## config.mk

```make
export PLATFORM = sky130hd
export DESIGN_NAME = sprite_motion_engine
export DESIGN_NICKNAME = d
export VERILOG_FILES = /design/src/rtl/sprite_pkg.sv /design/src/rtl/sprite_motion_engine_maze_rom.sv /design/src/rtl/sprite_motion_engine.sv
export SDC_FILE = /design/constraint.sdc
export NUM_CORES = 1
export LEC_CHECK = 0
export BUFFER_PORTS_ARGS = -buffer_cell sky130_fd_sc_hd__buf_2
export CORE_MARGIN = 1.5
export CORE_UTILIZATION = 45
export CTS_BUF_LIST = sky130_fd_sc_hd__clkbuf_16
export DETAILED_ROUTE_END_ITERATION = 12
export GPL_TIMING_DRIVEN = 0
export PLACE_DENSITY = 0.72
export SETUP_SLACK_MARGIN = 0.5
export SLEW_MARGIN = 20
export SYNTH_ARGS = -nofsm -noshare
export SYNTH_HDL_FRONTEND = slang
export SYNTH_SLANG_ARGS = --single-unit
```

## constraint.sdc

```tcl
create_clock -name clk -period 3.5 [get_ports clk]
set_input_delay 0.525 -clock clk [delete_from_list [all_inputs] [get_ports clk]]
set_output_delay 0.525 -clock clk [all_outputs]
set_load 0.02 [all_outputs]
```

## src/rtl/sprite_pkg.sv

```systemverilog
// Shared types and default maze contents for the sprite motion engine.
// Tables are packed arrays of rect_t so a different maze can be supplied as a parameter.
package sprite_pkg;

  localparam int TAB_W          = 10;
  localparam int N_WALLS_DEF    = 8;
  localparam int N_COOKIES_DEF  = 8;
  localparam int COOKIE_SZ      = 6;

  typedef enum logic [2:0] {NONE, UP, RIGHT, LEFT, DOWN} dir_t;

  typedef enum logic [2:0] {
    S_IDLE,
    S_BOUND,
    S_WALL,
    S_COOKIE,
    S_COMMIT
  } state_t;

  typedef struct packed {
    logic [TAB_W-1:0] x0;
    logic [TAB_W-1:0] y0;
    logic [TAB_W-1:0] x1;
    logic [TAB_W-1:0] y1;
  } rect_t;

  typedef rect_t [N_WALLS_DEF-1:0]   wall_tab_t;
  typedef rect_t [N_COOKIES_DEF-1:0] cookie_tab_t;

  function automatic rect_t mk_rect(input int x0, input int y0, input int x1, input int y1);
    rect_t r;
    r.x0 = TAB_W'(x0);
    r.y0 = TAB_W'(y0);
    r.x1 = TAB_W'(x1);
    r.y1 = TAB_W'(y1);
    return r;
  endfunction

  function automatic rect_t mk_cookie(input int ox, input int oy);
    return mk_rect(ox, oy, ox + COOKIE_SZ - 1, oy + COOKIE_SZ - 1);
  endfunction

  // Index 0 is the rightmost entry. The spare slot has x0>x1, so it can never overlap.
  localparam wall_tab_t DEF_WALLS = {
    mk_rect(1, 1, 0, 0),
    mk_rect(500, 160, 520, 280),
    mk_rect(180, 160, 200, 280),
    mk_rect(440, 350, 540, 370),
    mk_rect(110, 350, 210, 370),
    mk_rect(440, 110, 540, 130),
    mk_rect(110, 110, 210, 130),
    mk_rect(260, 240, 400, 260)
  };

  localparam cookie_tab_t DEF_COOKIES = {
    mk_cookie(490, 385),
    mk_cookie(160, 385),
    mk_cookie(320, 320),
    mk_cookie(320, 120),
    mk_cookie(560, 220),
    mk_cookie(140, 220),
    mk_cookie(480, 80),
    mk_cookie(90, 80)
  };

endpackage

```

## src/rtl/sprite_motion_engine_maze_rom.sv

```systemverilog
// Combinational maze lookup: one wall rectangle and one cookie square per index.
module maze_rom
  import sprite_pkg::*;
#(
  parameter int N_WALLS   = N_WALLS_DEF,
  parameter int N_COOKIES = N_COOKIES_DEF,
  parameter int WI_W      = (N_WALLS > 1) ? $clog2(N_WALLS) : 1,
  parameter int CI_W      = (N_COOKIES > 1) ? $clog2(N_COOKIES) : 1,
  parameter rect_t [N_WALLS-1:0]   WALL_TAB   = DEF_WALLS,
  parameter rect_t [N_COOKIES-1:0] COOKIE_TAB = DEF_COOKIES
) (
  input  logic [WI_W-1:0] i_wall_idx,
  input  logic [CI_W-1:0] i_cookie_idx,
  output rect_t           o_wall,
  output rect_t           o_cookie
);

  assign o_wall   = WALL_TAB[i_wall_idx];
  assign o_cookie = COOKIE_TAB[i_cookie_idx];

endmodule

```

## src/rtl/sprite_motion_engine.sv

```systemverilog
// Single-sprite mover: each accepted tick scans bounds, walls and cookies for the
// candidate box, then commits the step unless something blocked it.
module sprite_motion_engine
  import sprite_pkg::*;
#(
  parameter int COORD_W   = 10,
  parameter int SPR_W     = 20,
  parameter int SPR_H     = 20,
  parameter int VEL       = 2,
  parameter int N_WALLS   = N_WALLS_DEF,
  parameter int N_COOKIES = N_COOKIES_DEF,
  parameter int SCORE_W   = 4,
  parameter int X_INIT    = 330,
  parameter int Y_INIT    = 180,
  parameter int X_MIN     = 70,
  parameter int X_MAX     = 599,
  parameter int Y_MIN     = 70,
  parameter int Y_MAX     = 429,
  parameter rect_t [N_WALLS-1:0]   WALL_TAB   = DEF_WALLS,
  parameter rect_t [N_COOKIES-1:0] COOKIE_TAB = DEF_COOKIES
) (
  input  logic                 clk,
  input  logic                 rst,
  input  logic                 tick,
  input  logic                 up,
  input  logic                 down,
  input  logic                 left,
  input  logic                 right,
  output logic [COORD_W-1:0]   x_pos,
  output logic [COORD_W-1:0]   y_pos,
  output logic [N_COOKIES-1:0] eaten,
  output logic [SCORE_W-1:0]   score,
  output logic                 all_eaten,
  output logic                 busy,
  output logic                 blocked
);

  localparam int CW1    = COORD_W + 1;
  localparam int EW     = COORD_W + 2;
  localparam int SCAN_N = (N_WALLS > N_COOKIES) ? N_WALLS : N_COOKIES;
  localparam int IDX_W  = (SCAN_N > 1) ? $clog2(SCAN_N) : 1;
  localparam int WI_W   = (N_WALLS > 1) ? $clog2(N_WALLS) : 1;
  localparam int CI_W   = (N_COOKIES > 1) ? $clog2(N_COOKIES) : 1;

  typedef logic [EW-1:0] ext_t;

  state_t               r_state;
  state_t               w_next;
  logic [COORD_W-1:0]   r_x;
  logic [COORD_W-1:0]   r_y;
  logic [CW1-1:0]       r_cx;
  logic [CW1-1:0]       r_cy;
  logic                 r_blk;
  logic                 r_blocked;
  logic [N_COOKIES-1:0] r_eaten;
  logic [SCORE_W-1:0]   r_score;
  logic [IDX_W-1:0]     r_idx;

  dir_t                 w_dir;
  logic                 w_accept;
  logic                 w_last_wall;
  logic                 w_last_cookie;
  logic [CW1-1:0]       w_cx;
  logic [CW1-1:0]       w_cy;
  ext_t                 w_bx0;
  ext_t                 w_bx1;
  ext_t                 w_by0;
  ext_t                 w_by1;
  rect_t                w_wall;
  rect_t                w_cookie;
  logic [WI_W-1:0]      w_widx;
  logic [CI_W-1:0]      w_cidx;
  logic                 w_bound_blk;
  logic                 w_wall_hit;
  logic                 w_cookie_hit;

  function automatic logic overlaps(input ext_t ax0, input ext_t ax1, input ext_t ay0,
                                    input ext_t ay1, input rect_t r);
    return (ax0 <= ext_t'(r.x1)) && (ext_t'(r.x0) <= ax1) &&
           (ay0 <= ext_t'(r.y1)) && (ext_t'(r.y0) <= ay1);
  endfunction

  // NOTE: every signal assigned in always_comb gets a default first, so no path can infer a latch.
  always_comb begin
    w_dir = NONE;
    if (up)         w_dir = UP;
    else if (right) w_dir = RIGHT;
    else if (left)  w_dir = LEFT;
    else if (down)  w_dir = DOWN;
  end

  assign w_accept = (r_state == S_IDLE) && tick && (w_dir != NONE);

  // One extra bit lets a step below zero show up as a set MSB instead of wrapping.
  always_comb begin
    w_cx = {1'b0, r_x};
    w_cy = {1'b0, r_y};
    case (w_dir)
      UP:      w_cy = {1'b0, r_y} - CW1'(VEL);
      DOWN:    w_cy = {1'b0, r_y} + CW1'(VEL);
      LEFT:    w_cx = {1'b0, r_x} - CW1'(VEL);
      RIGHT:   w_cx = {1'b0, r_x} + CW1'(VEL);
      default: ;
    endcase
  end

  assign w_bx0 = ext_t'(r_cx);
  assign w_bx1 = ext_t'(r_cx) + ext_t'(SPR_W - 1);
  assign w_by0 = ext_t'(r_cy);
  assign w_by1 = ext_t'(r_cy) + ext_t'(SPR_H - 1);

  assign w_bound_blk = r_cx[COORD_W] | r_cy[COORD_W] |
                       (w_bx0 < ext_t'(X_MIN)) | (w_bx1 > ext_t'(X_MAX)) |
                       (w_by0 < ext_t'(Y_MIN)) | (w_by1 > ext_t'(Y_MAX));

  assign w_widx        = r_idx[WI_W-1:0];
  assign w_cidx        = r_idx[CI_W-1:0];
  assign w_last_wall   = (r_idx == IDX_W'(N_WALLS - 1));
  assign w_last_cookie = (r_idx == IDX_W'(N_COOKIES - 1));

  maze_rom #(
    .N_WALLS    (N_WALLS),
    .N_COOKIES  (N_COOKIES),
    .WI_W       (WI_W),
    .CI_W       (CI_W),
    .WALL_TAB   (WALL_TAB),
    .COOKIE_TAB (COOKIE_TAB)
  ) u_maze_rom (
    .i_wall_idx   (w_widx),
    .i_cookie_idx (w_cidx),
    .o_wall       (w_wall),
    .o_cookie     (w_cookie)
  );

  assign w_wall_hit   = overlaps(w_bx0, w_bx1, w_by0, w_by1, w_wall);
  assign w_cookie_hit = overlaps(w_bx0, w_bx1, w_by0, w_by1, w_cookie);

  // NOTE: sequential state uses non-blocking assignments so all registers update together at the edge.
  always_ff @(posedge clk) begin
    if (!rst) r_state <= S_IDLE;
    else      r_state <= w_next;
  end

  always_comb begin
    w_next = r_state;
    case (r_state)
      S_IDLE:   if (w_accept) w_next = S_BOUND;
      S_BOUND:  w_next = S_WALL;
      S_WALL:   if (w_last_wall) w_next = S_COOKIE;
      S_COOKIE: if (w_last_cookie) w_next = S_COMMIT;
      S_COMMIT: w_next = S_IDLE;
      default:  w_next = S_IDLE;
    endcase
  end

  always_ff @(posedge clk) begin
    if (!rst) begin
      r_x       <= COORD_W'(X_INIT);
      r_y       <= COORD_W'(Y_INIT);
      r_cx      <= '0;
      r_cy      <= '0;
      r_blk     <= 1'b0;
      r_blocked <= 1'b0;
      r_eaten   <= '0;
      r_score   <= '0;
      r_idx     <= '0;
    end else begin
      case (r_state)
        S_IDLE: begin
          if (w_accept) begin
            r_cx  <= w_cx;
            r_cy  <= w_cy;
            r_blk <= 1'b0;
            r_idx <= '0;
          end
        end
        S_BOUND: r_blk <= w_bound_blk;
        S_WALL: begin
          r_blk <= r_blk | w_wall_hit;
          r_idx <= w_last_wall ? '0 : r_idx + IDX_W'(1);
        end
        S_COOKIE: begin
          if (!r_blk && !r_eaten[w_cidx] && w_cookie_hit) begin
            r_eaten[w_cidx] <= 1'b1;
            if (r_score != '1) r_score <= r_score + SCORE_W'(1);
          end
          r_idx <= w_last_cookie ? '0 : r_idx + IDX_W'(1);
        end
        S_COMMIT: begin
          if (!r_blk) begin
            r_x <= r_cx[COORD_W-1:0];
            r_y <= r_cy[COORD_W-1:0];
          end
          r_blocked <= r_blk;
        end
        default: ;
      endcase
    end
  end

  // busy also covers the accepting cycle so the source sees the tick was consumed.
  assign busy      = (r_state != S_IDLE) | w_accept;
  assign x_pos     = r_x;
  assign y_pos     = r_y;
  assign eaten     = r_eaten;
  assign score     = r_score;
  assign all_eaten = &r_eaten;
  assign blocked   = r_blocked;

endmodule

```

**Word level (Yosys, flattened, before mapping)**

Memories as Yosys holds them, arrays and structs flattened. A register that Yosys moved wholly into a read port is not among the register bits.
Index checks and enable logic that the tools add are counted.
W data, S select, Z words.

- Register bits after elaboration: 62
- Memory bits (read-only): 640
- Bits of input ports: 7
- Output and inout bits: 35
- Memories kept: 2

Memory list:

| name | depth | bits a word | read ports | clocked after Yosys merged registers in | write ports | line | RTL |
|---|---|---|---|---|---|---|---|
| (no name shown) | 8 | 40 | 1 | 1 | 0 | sprite_motion_engine_maze_rom.sv:19 | `assign o_cookie = COOKIE_TAB[i_cookie_idx];` |
| (no name shown) | 8 | 40 | 1 | 1 | 0 | sprite_motion_engine_maze_rom.sv:18 | `assign o_wall = WALL_TAB[i_wall_idx];` |

- Add/subtract/negate cells: 8
- Magnitude comparators: 14
- Eq/ne operators: 13
- Muxes and demuxes: 25
- Bitwise operators: 9
- Reduce and logical (&&, ||, !) cells: 27

Operators by type and width:

| cell | number |
|---|---|
| $mux W40 | 2 |
| $le A10 B12 Y1 | 4 |
| $le A11 B10 Y1 | 4 |
| $pmux W11 S2 | 2 |
| $mux W3 | 13 |
| $add A11 B5 Y12 const B | 2 |
| $add A10 B2 Y11 const B | 2 |
| $lt A11 B7 Y1 const B | 2 |
| $sub A10 B2 Y11 const B | 2 |
| $eq A3 B2 Y1 const B | 4 |
| $gt A12 B10 Y1 const B | 1 |
| $gt A12 B9 Y1 const B | 1 |
| $pmux W3 S4 | 1 |
| $logic_and A1 B1 Y1 | 11 |
| $reduce_and A2 Y1 | 5 |
| $eq A3 B3 Y1 const B | 3 |
| $reduce_bool A3 Y1 | 3 |
| $or A8 B8 Y8 | 1 |
| $reduce_and A8 Y1 | 1 |
| $or A1 B1 Y1 | 7 |
| $eq A3 B1 Y1 const B | 2 |
| $ne A2 B2 Y1 const B | 3 |
| $pmux W3 S2 | 1 |
| $reduce_and A3 Y1 | 2 |
| other kinds (14) | 17 |

**Depth between registers and ports, before layout**

- Depth in word-level cells: 10
- Gate-level depth with buffers: 14
- Depth with buffers taken out: 13

**Cells and area by module**

From an unflattened synthesis, not the netlist that was laid out.

- Cells, all modules: 849
- Area, all modules: 6598.8 um2

By module, submodules not included:

| module | instances | cells each | area an instance (um2) | seq. area each (um2) |
|---|---|---|---|---|
| sprite_motion_engine | 1 | 730 | 5819.3 | 1241.2 |
| maze_rom | 1 | 119 | 779.5 | 0.0 |

**Least setup slack after synthesis**

No wires, ideal clock.

- Path type: input-to-reg
- From: input port left
- To: register r_cy[9]
- Library setup time: 133 ps
- Arrival: 2734 ps
- Required time: 3367 ps
- Path slack: 633 ps
- Stages on the path: 10
- Path buffers: 0
- Cell sequence: nor2_1 > nand3b_1 > fa_1 > a21o_1 > a21oi_1 > o21bai_1 > a2111oi_0 > nor2_1 > mux2i_1 > a31oi_1

- Word-level cells in the longest chain between the ends: 6
- Elaborated cells on any way between the ends: 9

RTL lines:

| element | line | RTL |
|---|---|---|
| start: declaration | sprite_motion_engine.sv:27 | `input logic left,` |
| $mux W3 * | sprite_motion_engine.sv:88 | `else if (left) w_dir = LEFT;` |
| $mux W3 * | sprite_motion_engine.sv:87 | `else if (right) w_dir = RIGHT;` |
| $mux W3 * | sprite_motion_engine.sv:86 | `if (up) w_dir = UP;` |
| parallel branches: the longest is 3 deep, another holds $pmux W11 S2 | - |  |
| end signal: assignment | sprite_motion_engine.sv:172 | `r_cy <= w_cy;` |
| end: declaration | sprite_motion_engine.sv:52 | `logic [CW1-1:0] r_cy;` |

Mark *: on every way between the ends.
A chain may end at the register's enable or synchronous reset.

**Worst setup path in the final report**

- From: register r_cy[0]
- To: register r_score[2], in the netlist score[2]

- Word-level cells in the longest chain between the ends: 5
- Elaborated cells on any way between the ends: 7

RTL lines:

| element | line | RTL |
|---|---|---|
| $add A11 B5 Y12 / $le A11 B10 Y1 (equally long branches) | sprite_motion_engine.sv:110, sprite_motion_engine.sv:80 |  |
| $le A10 B12 Y1 / $logic_and A1 B1 Y1 (equally long branches) | sprite_motion_engine.sv:80, sprite_motion_engine.sv:79 |  |
| $logic_and A1 B1 Y1 * | sprite_motion_engine.sv:80 | `(ay0 <= ext_t'(r.y1)) && (ext_t'(r.y0) <= ay1);` |
| $logic_and A1 B1 Y1 * | sprite_motion_engine.sv:183 | `if (!r_blk && !r_eaten[w_cidx] && w_cookie_hit) begin` |
| $reduce_and A3 Y1 (no source line) * | - |  |
| end signal: assignment | sprite_motion_engine.sv:185 | `if (r_score != '1) r_score <= r_score + SCORE_W'(1);` |
| end: declaration | sprite_motion_engine.sv:56 | `logic [SCORE_W-1:0] r_score;` |

Every way passes the cells marked *; elsewhere a longest branch is shown, timed or not.

==> flow_summary_export.csv <==
group,metric,value,unit
outcome,status,"finished, final reports clean",
grt,grt_max_degree,18,
critical_path,worstPathRequired,3770,ps
run,cap_violations,0,
grt,gr-total-overflow,0,
pwr,power,3.002,mW
detailed_routing,vias,6448,
synthesis,synth_edf_count,0,
placed_design,gp_congestion,1.007,
die,die_w,127.9,um
critical_path,worst-path-buf-inv,2,
clock_network,cts_made_buffers,9,
die,die_h,127.9,um
clock_network,cts_hold_buf,0,
layout,area_growth,17.34,%
detailed_routing,drtIter0Drc,484,
layout,final_common_cell,"nand2_1",
synthesis,synth_area_leaders,"dfxtp_1, ha_1, nand2_1, a21oi_1, inv_1",
detailed_routing,dr.pass1.iters,5,
synthesis,yosysWarnings,0,
pwr,power_density,364.7,nW/um2
pwr,leakage,3.558,nW
timing,setup-violations-final,0,
synthesis,ys.flop_type,"dfxtp_1",
layout,fill_cells,1439,
critical_path,start_kind,"flip-flop",
clock_network,cts_root_buf,"clkbuf_16",
min_path,min-delay-path-class,"reg2reg",
timing,hold_violations,0,
critical_path,cp_cell_sequence,"inv_2 -> ha_2 -> and3b_4 -> o21ai_0 -> xor2_1 -> ha_1 -> nand2_1 -> o21ai_1 -> a221oi_2 -> nor3b_2 -> inv_2 -> and3_4 -> a311oi_2",
layout,design_area,8232,um2
die,rows,45,
detailed_routing,via_per_inst,5.872,
synthesis,ys_types,83,
grt,groute.usage.overall,24.53,%
layout,diodes,0,
die,core,15200,um2
timing,max_slew_margin,43.78,%
detailed_routing,wl_per_cell,18.03,um
clock_network,cts.clk_slew.worst_paths,70,ps
detailed_routing,wl,19790,um
detailed_routing,drc,0,
critical_path,arrival,3250,ps
timing,grt_setup_unrepaired,"yes",
placed_design,hpwl,14760,um
die,dieArea,16350,um2
synthesis,avgSynthCellArea,8.422,um2
timing,fin_skew,7.543,ps
grt,antenna_found_initial,0,
timing,fmax,0.3359,GHz
critical_path,cpPeakStageDelay,390,ps
critical_path,crit_type,"reg2reg",
critical_path,crit_family,"simple AND/OR/NAND/NOR gates",
synthesis,synth_top_area_share,29.68,%
grt,grt_pass1_wl,31460,um
pwr,ir_drop,0.2502,mV
clock_network,clk_latency,360,ps
timing,slew_violations,0,
timing,worst_slew_pin_slew,843.2,ps
die,start_util,46.15,%
synthesis,syn-num-nets,938,
placed_design,placed_area,7456,um2
grt,grt_pass1_vias,5917,
layout,drive_above_1_share,19.56,%
clock_network,clock-sinks,104,
clock_network,htreeDepth,3,
critical_path,worst_path_most_repeated_cell,"inv_2",
critical_path,slowest_stage,"nor3b_2",
clock_network,cts_tree,"built",
timing,min_period,2977,ps
timing,finalCritPeriodShare,85.05,%
layout,finalNetCount,1010,
synthesis,syn_area,7015,um2
synthesis,ys_seq_area_share,29.68,%
layout,fin_util,54.15,%
critical_path,worstSetupEndpointType,"flip-flop",
placed_design,port_buffers,41,
critical_path,crit_fanout,5,
detailed_routing,ant_nets,0,
synthesis,synth_seq_cells,104,
die,ios,42,
synthesis,ys_async_sr_fraction,0,%
layout,final_cell_mix,"nand2_1, dfxtp_1, ha_1, inv_1, a21oi_1",
synthesis,synth_cells,833,
synthesis,yosys.area.top_type,"dfxtp_1",
clock_network,ctsLongestPathBuffers,2,
==> final cells by class <==
| cell class | instances | area, um2 | area share (%) |
|---|---|---|---|
| Buffer | 37 | 212.7 | 2.584 |
| Tap cell | 188 | 235.2 | 2.858 |
| Timing Repair Buffer | 61 | 359.1 | 4.362 |
| Clock inverter | 7 | 47.55 | 0.5776 |
| Inverter | 60 | 227.7 | 2.766 |
| Clock buffer | 9 | 225.2 | 2.736 |
| Multi-Input combinational cell | 632 | 4826 | 58.63 |
| Sequential cell | 104 | 2098 | 25.49 |
==> stage by stage <==
stage	TNS [ps]	worst slack [ps]	hold slack (ps)	std cells
2_1_floorplan	0	633.3	445.5	833
3_5_place_dp	-242.4	-101.0	464.4	1062
6_report	0	523.2	468.1	1098
5_1_grt	0	406.0	503.7	1098
4_1_cts	0	499.1	470.8	1090
3_3_place_gp	-227.8	-117.0	464.0	1062
==> final timing paths <==
check / cells past startpoint / slack, ps / startpoint / end
setup reg to reg: 13 / 520 / r_cy[0]$_SDFFE_PN0P_ / score[2]$_SDFFE_PN0P_
setup / recovery: 13 / 520 / r_cy[0]$_SDFFE_PN0P_ / score[2]$_SDFFE_PN0P_
hold reg to reg: 2 / 470 / x_pos[0]$_SDFFE_PN0P_ / r_cx[0]$_SDFFE_PN0P_
hold / removal: 2 / 470 / x_pos[0]$_SDFFE_PN0P_ / r_cx[0]$_SDFFE_PN0P_
==> cell usage after synthesis, types with 14 or more instances <==
cell and count:
nor3_1 17, xnor2_1 17, dfxtp_1 104, a21oi_1 57, nand2_1 105, ha_1 96, clkbuf_1 16, inv_1 60
nor2_1 51, o21ai_0 33, nand4_1 17, nand3_1 22, nor2b_1 14
==> worst register-to-register path, delay by kind of cell (launching register included) <==
family / cells / cell delay (ps)
buffers and inverters: 2 / 210
XOR/XNOR: 1 / 180
AND/OR/NAND/NOR: 4 / 970
adder cells (fa/ha/maj): 2 / 520
AO/OA/AOI/OAI: 4 / 640
flip-flops: 1 / 360
==> cell families (layout without fill, tap and decap cells) <==
logic type                 Yosys count  after routing  synth area share, %
AOI/OAI and AO/OA                  209            209                20.87
and+or+nand+nor                    281            281                19.53
buffers and inverters               97            174                6.028
adders and majority gates           99             99                17.83
DFF                                104            104                29.68
muxes                               11             11                1.766
xor gates and xnor gates            32             32                4.298
==> sequential cells by signal, summed over array words and instances, names as in the netlist <==
signal	count
blocked	1
x_pos	10
r_cy	11
r_cx	11
y_pos	10
score	4
eaten	8
u_maze_rom.o_wall	22
r_state	3
u_maze_rom.o_cookie	20
r_blk	1
r_idx	3
==> per-layer routing <==
layer	vias to the layer above	routed length (um)	GRT usage, %
li1	3167	-	-
met1	3063	9239	34.67
met2	197	9100	39.25
met3	21	1162	3.548
met4	0	291	6.279
met5	-	0	0
==> report_power, final <==
group	switching [mW]	leakage (nW)	total (mW)	internal [mW]
combinational	0.442	2.57	0.759	0.317
clock	0.467	0.135	0.950	0.483
sequential	0.0650	0.849	1.29	1.23
==> what timing repair did <==
| action | CTS | global route |
|---|---|---|
| endpoints found under the setup margin | 18 | 17 |
| pin swaps | 10 | 22 |
| gates resized for setup | 31 | 46 |
| setup buffers | 12 | 8 |
No activity file was read; power rests on OpenSTA's default activity.
